===== src/rtl/alu_issue_queue.sv =====
// Integer/branch ALU issue queue: tracks operand readiness and issues the oldest ready micro-op.
// Latency: select in cycle N, registered issue beat visible in N+1 (enqueue-to-issue minimum 2 cycles).
// Backpressure: enq_ready drops at DEPTH entries; the issue beat holds while alu_valid is low.
module alu_issue_queue #(
  parameter int DEPTH     = 8,
  parameter int ROB_W     = 6,
  parameter int PREG_W    = 7,
  parameter int PAYLOAD_W = 96,
  parameter int WK_PORTS  = 4
) (
  input  logic                          clk,
  input  logic                          rst,
  input  logic                          enq_valid,
  output logic                          enq_ready,
  input  logic [PAYLOAD_W-1:0]          enq_payload,
  input  logic [ROB_W:0]                enq_rob_idx,
  input  logic [PREG_W-1:0]             enq_rd,
  input  logic [PREG_W-1:0]             enq_rs1,
  input  logic [PREG_W-1:0]             enq_rs2,
  input  logic                          enq_rs1_rdy,
  input  logic                          enq_rs2_rdy,
  input  logic [WK_PORTS-1:0]           wk_en,
  input  logic [WK_PORTS*PREG_W-1:0]    wk_preg,
  output logic                          issue_en,
  output logic [PAYLOAD_W-1:0]          issue_payload,
  output logic [ROB_W:0]                issue_rob_idx,
  output logic [PREG_W-1:0]             issue_rd,
  output logic [PREG_W-1:0]             issue_rs1,
  output logic [PREG_W-1:0]             issue_rs2,
  input  logic                          alu_valid,
  input  logic                          redirect_en,
  input  logic [ROB_W:0]                redirect_rob_idx,
  output logic [$clog2(DEPTH):0]        count
);

  localparam int IDX_W = $clog2(DEPTH);
  localparam int CNT_W = IDX_W + 1;
  localparam int RI_W  = ROB_W + 1;
  localparam logic [CNT_W-1:0] DEPTH_C = CNT_W'(DEPTH);

  // a is older than b; the dir bit flips each time the ROB pointer wraps
  function automatic logic is_older(input logic [RI_W-1:0] a, input logic [RI_W-1:0] b);
    if (a[ROB_W] == b[ROB_W]) return a[ROB_W-1:0] < b[ROB_W-1:0];
    else                      return a[ROB_W-1:0] > b[ROB_W-1:0];
  endfunction

  function automatic logic is_younger(input logic [RI_W-1:0] a, input logic [RI_W-1:0] b);
    return !is_older(a, b) && (a != b);
  endfunction

  // true when any active wakeup port broadcasts this tag
  function automatic logic wk_hit(input logic [PREG_W-1:0] tag,
                                  input logic [WK_PORTS-1:0] en,
                                  input logic [WK_PORTS*PREG_W-1:0] pregs);
    logic hit;
    hit = 1'b0;
    for (int k = 0; k < WK_PORTS; k++) begin
      if (en[k] && (pregs[k*PREG_W +: PREG_W] == tag)) hit = 1'b1;
    end
    return hit;
  endfunction

  // entry storage
  logic [DEPTH-1:0]     r_vld;
  logic [DEPTH-1:0]     r_r1;
  logic [DEPTH-1:0]     r_r2;
  logic [PAYLOAD_W-1:0] r_pay [DEPTH];
  logic [RI_W-1:0]      r_rob [DEPTH];
  logic [PREG_W-1:0]    r_rd  [DEPTH];
  logic [PREG_W-1:0]    r_rs1 [DEPTH];
  logic [PREG_W-1:0]    r_rs2 [DEPTH];
  logic [CNT_W-1:0]     r_count;

  // issue register
  logic                 r_iss_en;
  logic [PAYLOAD_W-1:0] r_iss_pay;
  logic [RI_W-1:0]      r_iss_rob;
  logic [PREG_W-1:0]    r_iss_rd;
  logic [PREG_W-1:0]    r_iss_rs1;
  logic [PREG_W-1:0]    r_iss_rs2;

  logic [DEPTH-1:0]     w_kill;
  logic [DEPTH-1:0]     w_cand;
  logic [CNT_W-1:0]     w_nkill;
  logic                 w_found;
  logic [IDX_W-1:0]     w_sel_idx;
  logic [RI_W-1:0]      w_best_rob;
  logic [IDX_W-1:0]     w_enq_idx;
  logic                 w_iss_kill;
  logic                 w_adv;
  logic                 w_free;
  logic                 w_enq_fire;
  logic                 w_enq_drop;
  logic                 w_enq_wr;
  logic                 w_enq_r1;
  logic                 w_enq_r2;

  // per-entry flush and select-candidate flags; killed entries are never picked
  always_comb begin
    w_kill  = '0;
    w_cand  = '0;
    w_nkill = '0;
    for (int i = 0; i < DEPTH; i++) begin
      w_kill[i] = redirect_en & r_vld[i] & is_younger(r_rob[i], redirect_rob_idx);
      w_cand[i] = r_vld[i] & r_r1[i] & r_r2[i] & ~w_kill[i];
      w_nkill   = w_nkill + CNT_W'(w_kill[i]);
    end
  end

  // oldest-ready pick; robIdx values are unique so there is never a tie
  always_comb begin
    w_found    = 1'b0;
    w_sel_idx  = '0;
    w_best_rob = '0;
    for (int i = 0; i < DEPTH; i++) begin
      if (w_cand[i] && (!w_found || is_older(r_rob[i], w_best_rob))) begin
        w_found    = 1'b1;
        w_sel_idx  = IDX_W'(i);
        w_best_rob = r_rob[i];
      end
    end
  end

  // lowest-index free slot, scanned from the top so the lowest wins
  always_comb begin
    w_enq_idx = '0;
    for (int i = DEPTH - 1; i >= 0; i--) begin
      if (!r_vld[i]) w_enq_idx = IDX_W'(i);
    end
  end

  // A flushed issue beat blocks selection this cycle so the register empties
  // even when the ALU is accepting; otherwise the stage advances on accept or when empty.
  assign w_iss_kill = redirect_en & r_iss_en & is_younger(r_iss_rob, redirect_rob_idx);
  assign w_adv      = (alu_valid | ~r_iss_en) & ~w_iss_kill;
  assign w_free     = w_adv & w_found;

  // enq_ready looks only at the registered count, so a same-cycle free does not help
  assign enq_ready  = (r_count < DEPTH_C);
  assign w_enq_fire = enq_valid & enq_ready;
  assign w_enq_drop = redirect_en & is_younger(enq_rob_idx, redirect_rob_idx);
  assign w_enq_wr   = w_enq_fire & ~w_enq_drop;
  assign w_enq_r1   = enq_rs1_rdy | wk_hit(enq_rs1, wk_en, wk_preg);
  assign w_enq_r2   = enq_rs2_rdy | wk_hit(enq_rs2, wk_en, wk_preg);

  // entry state: free on issue or flush, write on enqueue, collect wakeups otherwise
  always_ff @(posedge clk or negedge rst) begin
    if (!rst) begin
      r_vld <= '0;
      r_r1  <= '0;
      r_r2  <= '0;
      for (int i = 0; i < DEPTH; i++) begin
        r_pay[i] <= '0;
        r_rob[i] <= '0;
        r_rd[i]  <= '0;
        r_rs1[i] <= '0;
        r_rs2[i] <= '0;
      end
    end else begin
      for (int i = 0; i < DEPTH; i++) begin
        if (w_kill[i] || (w_free && (w_sel_idx == IDX_W'(i)))) begin
          r_vld[i] <= 1'b0;
          r_r1[i]  <= 1'b0;
          r_r2[i]  <= 1'b0;
        end else if (w_enq_wr && !r_vld[i] && (w_enq_idx == IDX_W'(i))) begin
          r_vld[i] <= 1'b1;
          r_r1[i]  <= w_enq_r1;
          r_r2[i]  <= w_enq_r2;
          r_pay[i] <= enq_payload;
          r_rob[i] <= enq_rob_idx;
          r_rd[i]  <= enq_rd;
          r_rs1[i] <= enq_rs1;
          r_rs2[i] <= enq_rs2;
        end else if (r_vld[i]) begin
          r_r1[i]  <= r_r1[i] | wk_hit(r_rs1[i], wk_en, wk_preg);
          r_r2[i]  <= r_r2[i] | wk_hit(r_rs2[i], wk_en, wk_preg);
        end
      end
    end
  end

  // occupancy: enqueue adds, issue and flush remove
  always_ff @(posedge clk or negedge rst) begin
    if (!rst) r_count <= '0;
    else      r_count <= r_count + CNT_W'(w_enq_wr) - CNT_W'(w_free) - w_nkill;
  end

  // issue beat: flush clears it, advance loads the winner or empties it, otherwise hold
  always_ff @(posedge clk or negedge rst) begin
    if (!rst) begin
      r_iss_en  <= 1'b0;
      r_iss_pay <= '0;
      r_iss_rob <= '0;
      r_iss_rd  <= '0;
      r_iss_rs1 <= '0;
      r_iss_rs2 <= '0;
    end else if (w_iss_kill) begin
      r_iss_en  <= 1'b0;
    end else if (w_adv) begin
      r_iss_en  <= w_found;
      if (w_found) begin
        r_iss_pay <= r_pay[w_sel_idx];
        r_iss_rob <= r_rob[w_sel_idx];
        r_iss_rd  <= r_rd[w_sel_idx];
        r_iss_rs1 <= r_rs1[w_sel_idx];
        r_iss_rs2 <= r_rs2[w_sel_idx];
      end
    end
  end

  assign issue_en      = r_iss_en;
  assign issue_payload = r_iss_pay;
  assign issue_rob_idx = r_iss_rob;
  assign issue_rd      = r_iss_rd;
  assign issue_rs1     = r_iss_rs1;
  assign issue_rs2     = r_iss_rs2;
  assign count         = r_count;

endmodule


===== config.mk =====
export PLATFORM = sky130hd
export DESIGN_NAME = alu_issue_queue
export DESIGN_NICKNAME = d
export VERILOG_FILES = /design/src/rtl/alu_issue_queue.sv
export SDC_FILE = /design/constraint.sdc
export NUM_CORES = 2
export LEC_CHECK = 0
export BUFFER_PORTS_ARGS = -buffer_cell sky130_fd_sc_hd__buf_2
export CORE_MARGIN = 4
export CORE_UTILIZATION = 25
export CTS_CLUSTER_DIAMETER = 50
export DETAILED_ROUTE_END_ITERATION = 10
export GPL_TIMING_DRIVEN = 0
export HOLD_SLACK_MARGIN = 0.08
export PLACE_DENSITY_LB_ADDON = 0.08
export SYNTH_ARGS = -nofsm -noshare
export SYNTH_HDL_FRONTEND = slang
export SYNTH_SLANG_ARGS = --single-unit

===== constraint.sdc =====
create_clock -name clk -period 17.1 [get_ports clk]
set_input_delay 2.565 -clock clk [delete_from_list [all_inputs] [get_ports clk]]
set_output_delay 2.565 -clock clk [all_outputs]
set_load 0.05 [all_outputs]

Yosys cells after proc, flatten, opt, wreduce, memory -nomap -nowiden
Cells that the tools add are included.
Widths: inputs -> output; s select.
{"block": "totals", "ff_bits": 1145, "input_bits": 170, "output_inout_bits": 130}
{"block": "op_classes", "addsub": 10, "magnitude_cmp": 36, "eq_ne": 113, "mux": 248, "bitwise_logic": 86, "reduce_logical": 181}
{"cell": "$eq 7x7->1", "count": 72}
{"cell": "$bmux 96 s3", "count": 1}
{"cell": "$mux 1", "count": 212}
{"cell": "$mux 96", "count": 2}
{"cell": "$logic_and 1x1->1", "count": 113}
{"cell": "$mux 7", "count": 15}
{"cell": "$gt 6x6->1", "count": 17}
{"cell": "$lt 6x6->1", "count": 17}
{"cell": "$bmux 7 s3", "count": 4}
{"cell": "$ne 7x7->1", "count": 10}
{"cell": "$and 1x1->1", "count": 47}
{"cell": "$mux 3", "count": 14}
{"cell": "$logic_not 1->1", "count": 25}
{"cell": "$eq 3x3->1 const B", "count": 8}
{"cell": "$reduce_bool 3->1", "count": 8}
{"cell": "$add 4x1->4", "count": 5}
{"cell": "$not 1->1", "count": 19}
{"cell": "$or 1x1->1", "count": 19}
{"cell": "$reduce_bool 2->1", "count": 9}
{"cell": "$eq 1x1->1", "count": 17}
{"cell": "$reduce_and 2->1", "count": 8}
{"cell": "$logic_or 1x1->1", "count": 15}
{"cell": "$eq 3x2->1 const B", "count": 4}
{"cell": "$eq 3x1->1 const B", "count": 2}
{"cell": "10 further kinds", "count": 11}

Logic depth before layout (Yosys ltp)
{"block": "logic_depth", "ltp_word": 51, "mapped_depth": 87}

Least setup slack after synthesis
No wires, ideal clock.
{"block": "synth_path", "kind": "input to register", "start": "in redirect_rob_idx[3]", "end": "reg r_r1[0]", "arrival_ns": 17.941, "required_time_ns": 16.962, "setup_slack_ns": -0.979, "path_stages": 80, "n_path_buf": 8, "cell_sequence": "inv_1 > ha_1 > nand3_1 > o21bai_1 > a2111oi_2 > nor3_4 > buf_6 > nand2_1 > ha_1 > a21oi_1 > a21boi_0 > o32ai_1 > nand2_1 > o21ai_0 > a21oi_1 > clkbuf_1 > nor2_1 > a21oi_1 > [44 not listed] > mux2i_1 > a21o_1 > clkbuf_1 > o21ai_0 > ha_1 > a21o_1 > a21o_1 > a211oi_1 > inv_1 > o21ai_0 > nand2_1 > a31o_1 > o211a_2 > or3_1 > buf_2 > buf_6 > o32ai_2 > o22ai_1"}
{"block": "synth_between", "elab_chain_cells": 47, "word_cells_on_any_way": 170}
{"item": "from (decl)", "line": "32", "rtl": "input logic [ROB_W:0] redirect_rob_idx,"}
{"item": "$gt 6x6->1 or $lt 6x6->1 (tied branches)", "line": "44, 43"}
{"item": "$mux 1", "line": "43", "rtl": "if (a[ROB_W] == b[ROB_W]) return a[ROB_W-1:0] < b[ROB_W-1:0];"}
{"item": "$logic_not 1->1", "line": "48", "rtl": "return !is_older(a, b) && (a != b);"}
{"item": "$logic_and 1x1->1", "line": "48"}
{"item": "$and 1x1->1", "line": "104", "rtl": "w_kill[i] = redirect_en & r_vld[i] & is_younger(r_rob[i], redirect_rob_idx);"}
{"item": "$not 1->1", "line": "105", "rtl": "w_cand[i] = r_vld[i] & r_r1[i] & r_r2[i] & ~w_kill[i];"}
{"item": "$and 1x1->1", "line": "105"}
{"item": "$mux 7", "line": "116", "rtl": "if (w_cand[i] && (!w_found || is_older(r_rob[i], w_best_rob))) begin"}
{"item": "[31 not listed]"}
{"item": "$mux 1", "line": "43"}
{"item": "$logic_or 1x1->1", "line": "116"}
{"item": "$logic_and 1x1->1", "line": "116"}
{"item": "$mux 3 or $mux 1 (tied branches)", "line": "116"}
{"item": "$logic_not 3->1 or $and 1x1->1 (tied branches)", "line": "161, 136"}
{"item": "$logic_and 1x1->1", "line": "161", "rtl": "if (w_kill[i] || (w_free && (w_sel_idx == IDX_W'(i)))) begin"}
{"item": "$logic_or 1x1->1", "line": "161"}
{"item": "$reduce_bool 3->1 (no source line) or $mux 1 (tied branches)"}
{"item": "to (signal, indexed assignment)", "line": "167", "rtl": "r_r1[i] <= w_enq_r1;"}
{"item": "to (signal, indexed assignment)", "line": "175", "rtl": "r_r1[i] <= r_r1[i] | wk_hit(r_rs1[i], wk_en, wk_preg);"}
{"item": "to (decl)", "line": "65", "rtl": "logic [DEPTH-1:0] r_r1;"}
Parallel ways exist; a longest one is shown, timed or not.
A chain may end at the register's enable or synchronous reset.

Final worst setup path
{"block": "layout_path", "start": "in redirect_rob_idx[4]", "end": "reg r_vld[4]"}
{"block": "layout_between", "elab_chain_cells": 47, "word_cells_on_any_way": 169}
{"item": "$gt 6x6->1 or $lt 6x6->1 (tied branches)", "line": "44, 43"}
{"item": "$mux 1", "line": "43"}
{"item": "$logic_not 1->1", "line": "48"}
{"item": "$logic_and 1x1->1", "line": "48"}
{"item": "$and 1x1->1", "line": "104"}
{"item": "$not 1->1", "line": "105"}
{"item": "$and 1x1->1", "line": "105"}
{"item": "$mux 7", "line": "116"}
{"item": "[31 not listed]"}
{"item": "$mux 1", "line": "43"}
{"item": "$logic_or 1x1->1", "line": "116"}
{"item": "$logic_and 1x1->1", "line": "116"}
{"item": "$mux 3 or $mux 1 (tied branches)", "line": "116"}
{"item": "$eq 3x3->1 or $and 1x1->1 (tied branches)", "line": "161, 136"}
{"item": "$logic_and 1x1->1", "line": "161"}
{"item": "$logic_or 1x1->1", "line": "161"}
{"item": "$mux 1 or $reduce_bool 2->1 (tied branches)"}
{"item": "to (signal assigned)", "line": "149", "rtl": "r_vld <= '0;"}
{"item": "to (signal, indexed assignment)", "line": "162", "rtl": "r_vld[i] <= 1'b0;"}
{"item": "to (signal, indexed assignment)", "line": "166", "rtl": "r_vld[i] <= 1'b1;"}
{"item": "to (decl)", "line": "64", "rtl": "logic [DEPTH-1:0] r_vld;"}
Parallel ways exist; a longest one is shown, timed or not.

==> qor.yml <==
placement:
  place_hpwl_um: 168000
  gp_congestion: 0.887
  pre_cts_ws_ps: -4870
  dp_cells: 8473
  placedInstanceArea_um2: 65800
  placement.io_buffers: 264
clock_network:
  tritoncts: "done"
  h-tree-depth: 4
  cts_root_buf: "clkbuf_16"
  clkTransAtPathRegs_ps: 50
  clk_latency_ps: 840
  cts_sinks: 1145
  cts_hold_buf: 0
  cts_made_buffers: 186
  cts.path.max_buffers: 3
setup_path:
  crit_arrival_ps: 17560
  timing.rr.start: "r_rob[53]"
  crit_required_ps: 17800
  cp_slowest_cell: "or3_4"
  timing.reg2reg.setup_slack_ps: 1660
  crit_buf_inv: 15
  reg2reg_to: "r_vld[4]"
  cp_common_cell: "a21o_1"
  path_max_fanout: 6
  cp_slowest_stage_delay_ps: 370
  reg2regPathDepth: 82
  path_class: "in -> reg"
  start_kind: "primary input"
  cpLargestDelayFamily: "compound AO/OA/AOI/OAI gates"
  cp-end-kind: "flop"
sta:
  rsz0062_at_grt: "yes"
  period_share: 0.986
  setup_ws_ps: 248
  hold_viol_final: 0
  setup_viol: 0
  worst_pin_slew_ps: 1510
  skew_ps: 51.7
  relSlewSlack: -0.0133
  layout_min_cycle_time_ps: 16850
  drv_slew: 3
  fmax_mhz: 59.3
flow_run:
  maxCapViolations: 1
grt:
  grt_pass1_wl_um: 356000
  grtUsageMet2: 0.313
  grt_antenna_before_repair: 45
  top_usage_layer: "met2"
  grt_max_degree: 144
  met3_usage: 0.0348
  globalRouteOverflowTotal: 0
  track_usage: 0.197
  grt_pass1_vias: 46083
  met1_usage: 0.271
drt:
  route.detailed.drc: 0
  detail-route-antenna-nets: 0
  wl_um: 249000
  wl_per_cell_um: 27.9
  drt_pre_antenna_iters: 7
  vias: 44123
  drtIter0Drc: 2463
  vias_per_cell: 4.94
status:
  violations: "capacitance limit, slew limit"
  status: "complete, but fails checks"
yosys:
  synth_seq_area_share: 0.477
  yosysWarnings: 0
  synthAdderAreaFrac: 0.0251
  ys.flop_type: "dfrtp_1"
  synth.avg_cell_area_um2: 11.9
  syn_nets: 5316
  synth_edf_count: 0
  synth_compound_area_frac: 0.109
  netlist_instances: 5029
  synth_top_family_by_area: "multiplexers"
  async_flop_share: 1.00
  muxShareOfSynthArea: 0.229
  synth_cell_types: 85
  yosys_register_bits: 1145
  synth-simple-area-share: 0.0458
  synthesis.area_um2: 60100
  synthXorXnorAreaFrac: 0.0772
hold_path:
  hold_depth: 1
  hold_path_class: "reg -> reg"
  whs_endpoint: "r_pay[209]"
  min_from: "r_pay[209]"
floorplan:
  ios: 300
  initial_core_util: 0.252
  dieWidth_um: 498
  placementRows: 179
  fp.dieH_um: 498
  die-area_um2: 248000
  core_area_um2: 239000
layout:
  syn_to_final_growth_pct: 28.3
  nFillCells: 24185
  layout.cells.non_filler: 8938
  fin_nets: 5874
  drive_gt1_frac: 0.376
  fin_area_um2: 77100
power_and_ir_drop:
  vdd_drop_max_mv: 0.0941
  p_leak_nw: 34.9
  power_mw: 12.6
  power_density_nw_per_um2: 163
==> metal layers <==
layer	part of all wire	vias to the layer above	wire, um
li1	-	19541	-
met1	0.46	23169	116000
met4	0.031	14	7800
met2	0.46	1045	115000
met3	0.045	354	11200
met5	0.00032	-	80
==> timing repair <==
| item | in CTS | in global routing |
|---|---|---|
| setup endpoints to repair | 148 | 148 |
| pin swaps | 81 | 77 |
| resized for setup | 521 | 174 |
| cloned | 20 | 1 |
| buffers inserted | 60 | 15 |
==> report_power, final <==
| group | total (mW) | switching, mW | internal [mW] |
|---|---|---|---|
| combinational | 4.55 | 2.67 | 1.88 |
| sequential | 4.07 | 0.592 | 3.48 |
| clock | 3.94 | 1.49 | 2.46 |
==> cells in the mapped netlist (all sizes together), types with 18 or more instances <==
cell type,count,area share
o211ai,128,0.016
a21oi,179,0.015
clkbuf,324,0.020
nor4,44,0.0046
a211oi,137,0.020
ha,111,0.023
nand3,21,0.0017
o21ai,56,0.0047
a2bb2oi,124,0.018
nor2,242,0.015
dfrtp,1145,0.48
a221oi,126,0.018
mux2,998,0.19
nand4,104,0.011
buf,162,0.012
nor2b,19,0.0020
xor2,254,0.037
o21a,18,0.0022
xnor2,274,0.040
a41oi,18,0.0026
mux2i,254,0.042
inv,70,0.0044
nand2,70,0.0044
==> worst max-delay path by stage <==
stage | slack (ps) | startpoint | depth (start not counted) | to
global placement | -15090 | rst | 1 | r_pay[12]
CTS | 0.4 | redirect_rob_idx[4] | 85 | issue_rs2[1]
detailed placement | -4870 | redirect_rob_idx[4] | 82 | issue_payload[85]
global route | -290 | redirect_rob_idx[5] | 84 | r_r1[4]
floorplan | 30 | redirect_rob_idx[4] | 83 | r_r1[0]
finish | 250 | redirect_rob_idx[4] | 84 | r_vld[4]
==> layout by cell type, fill, tap and decap left out, types with 104 or more instances in the layout <==
cell type  instances
dfrtp_1         1145
buf_2            279
xor2_1           252
o211ai_1         128
nand4_1          104
mux2_2           988
xnor2_1          274
mux2i_1          250
a21oi_1          143
a2bb2oi_1        111
clkbuf_1         297
clkbuf_16        198
nor2_1           226
==> registers in the layout, summed over array words and instances, names as in the netlist <==
name           count
count              4
issue_en           1
issue_payload     96
issue_rd           7
issue_rob_idx      7
issue_rs1          7
issue_rs2          7
r_pay            768
r_r1               8
r_r2               8
r_rd              56
r_rob             56
r_rs1             56
r_rs2             56
r_vld              8
==> area by class of cell <==
type | count | area (um^2) | share of cell area
Multi-Input combinational cell | 3328 | 31900 | 0.413
Clock buffer | 244 | 5190 | 0.0674
Buffer | 486 | 2910 | 0.0378
Tap cell | 3167 | 3960 | 0.0514
Timing Repair Buffer | 370 | 2800 | 0.0363
Antenna cell | 24 | 60.1 | 0.000779
Clock inverter | 104 | 1360 | 0.0176
Sequential cell | 1145 | 28700 | 0.372
Inverter | 70 | 282 | 0.00365
==> kinds of logic after synthesis <==
family / Yosys count
xor gates and xnor gates: 528
buffers and inverters: 556
and+or+nand+nor: 560
muxes: 1252
DFF: 1145
adders and majority gates: 117
AOI/OAI and AO/OA: 871
==> per-stage QoR <==
step	setup TNS, ps	hold slack (ps)	util
after floorplan	0	464	-
after global placement	-	486	0.274
after detailed placement	-655830	491	0.276
after CTS	0	502	0.319
after global routing	-28760	510	0.323
final	0	501	0.323
Power figures use the tool's default switching activity.
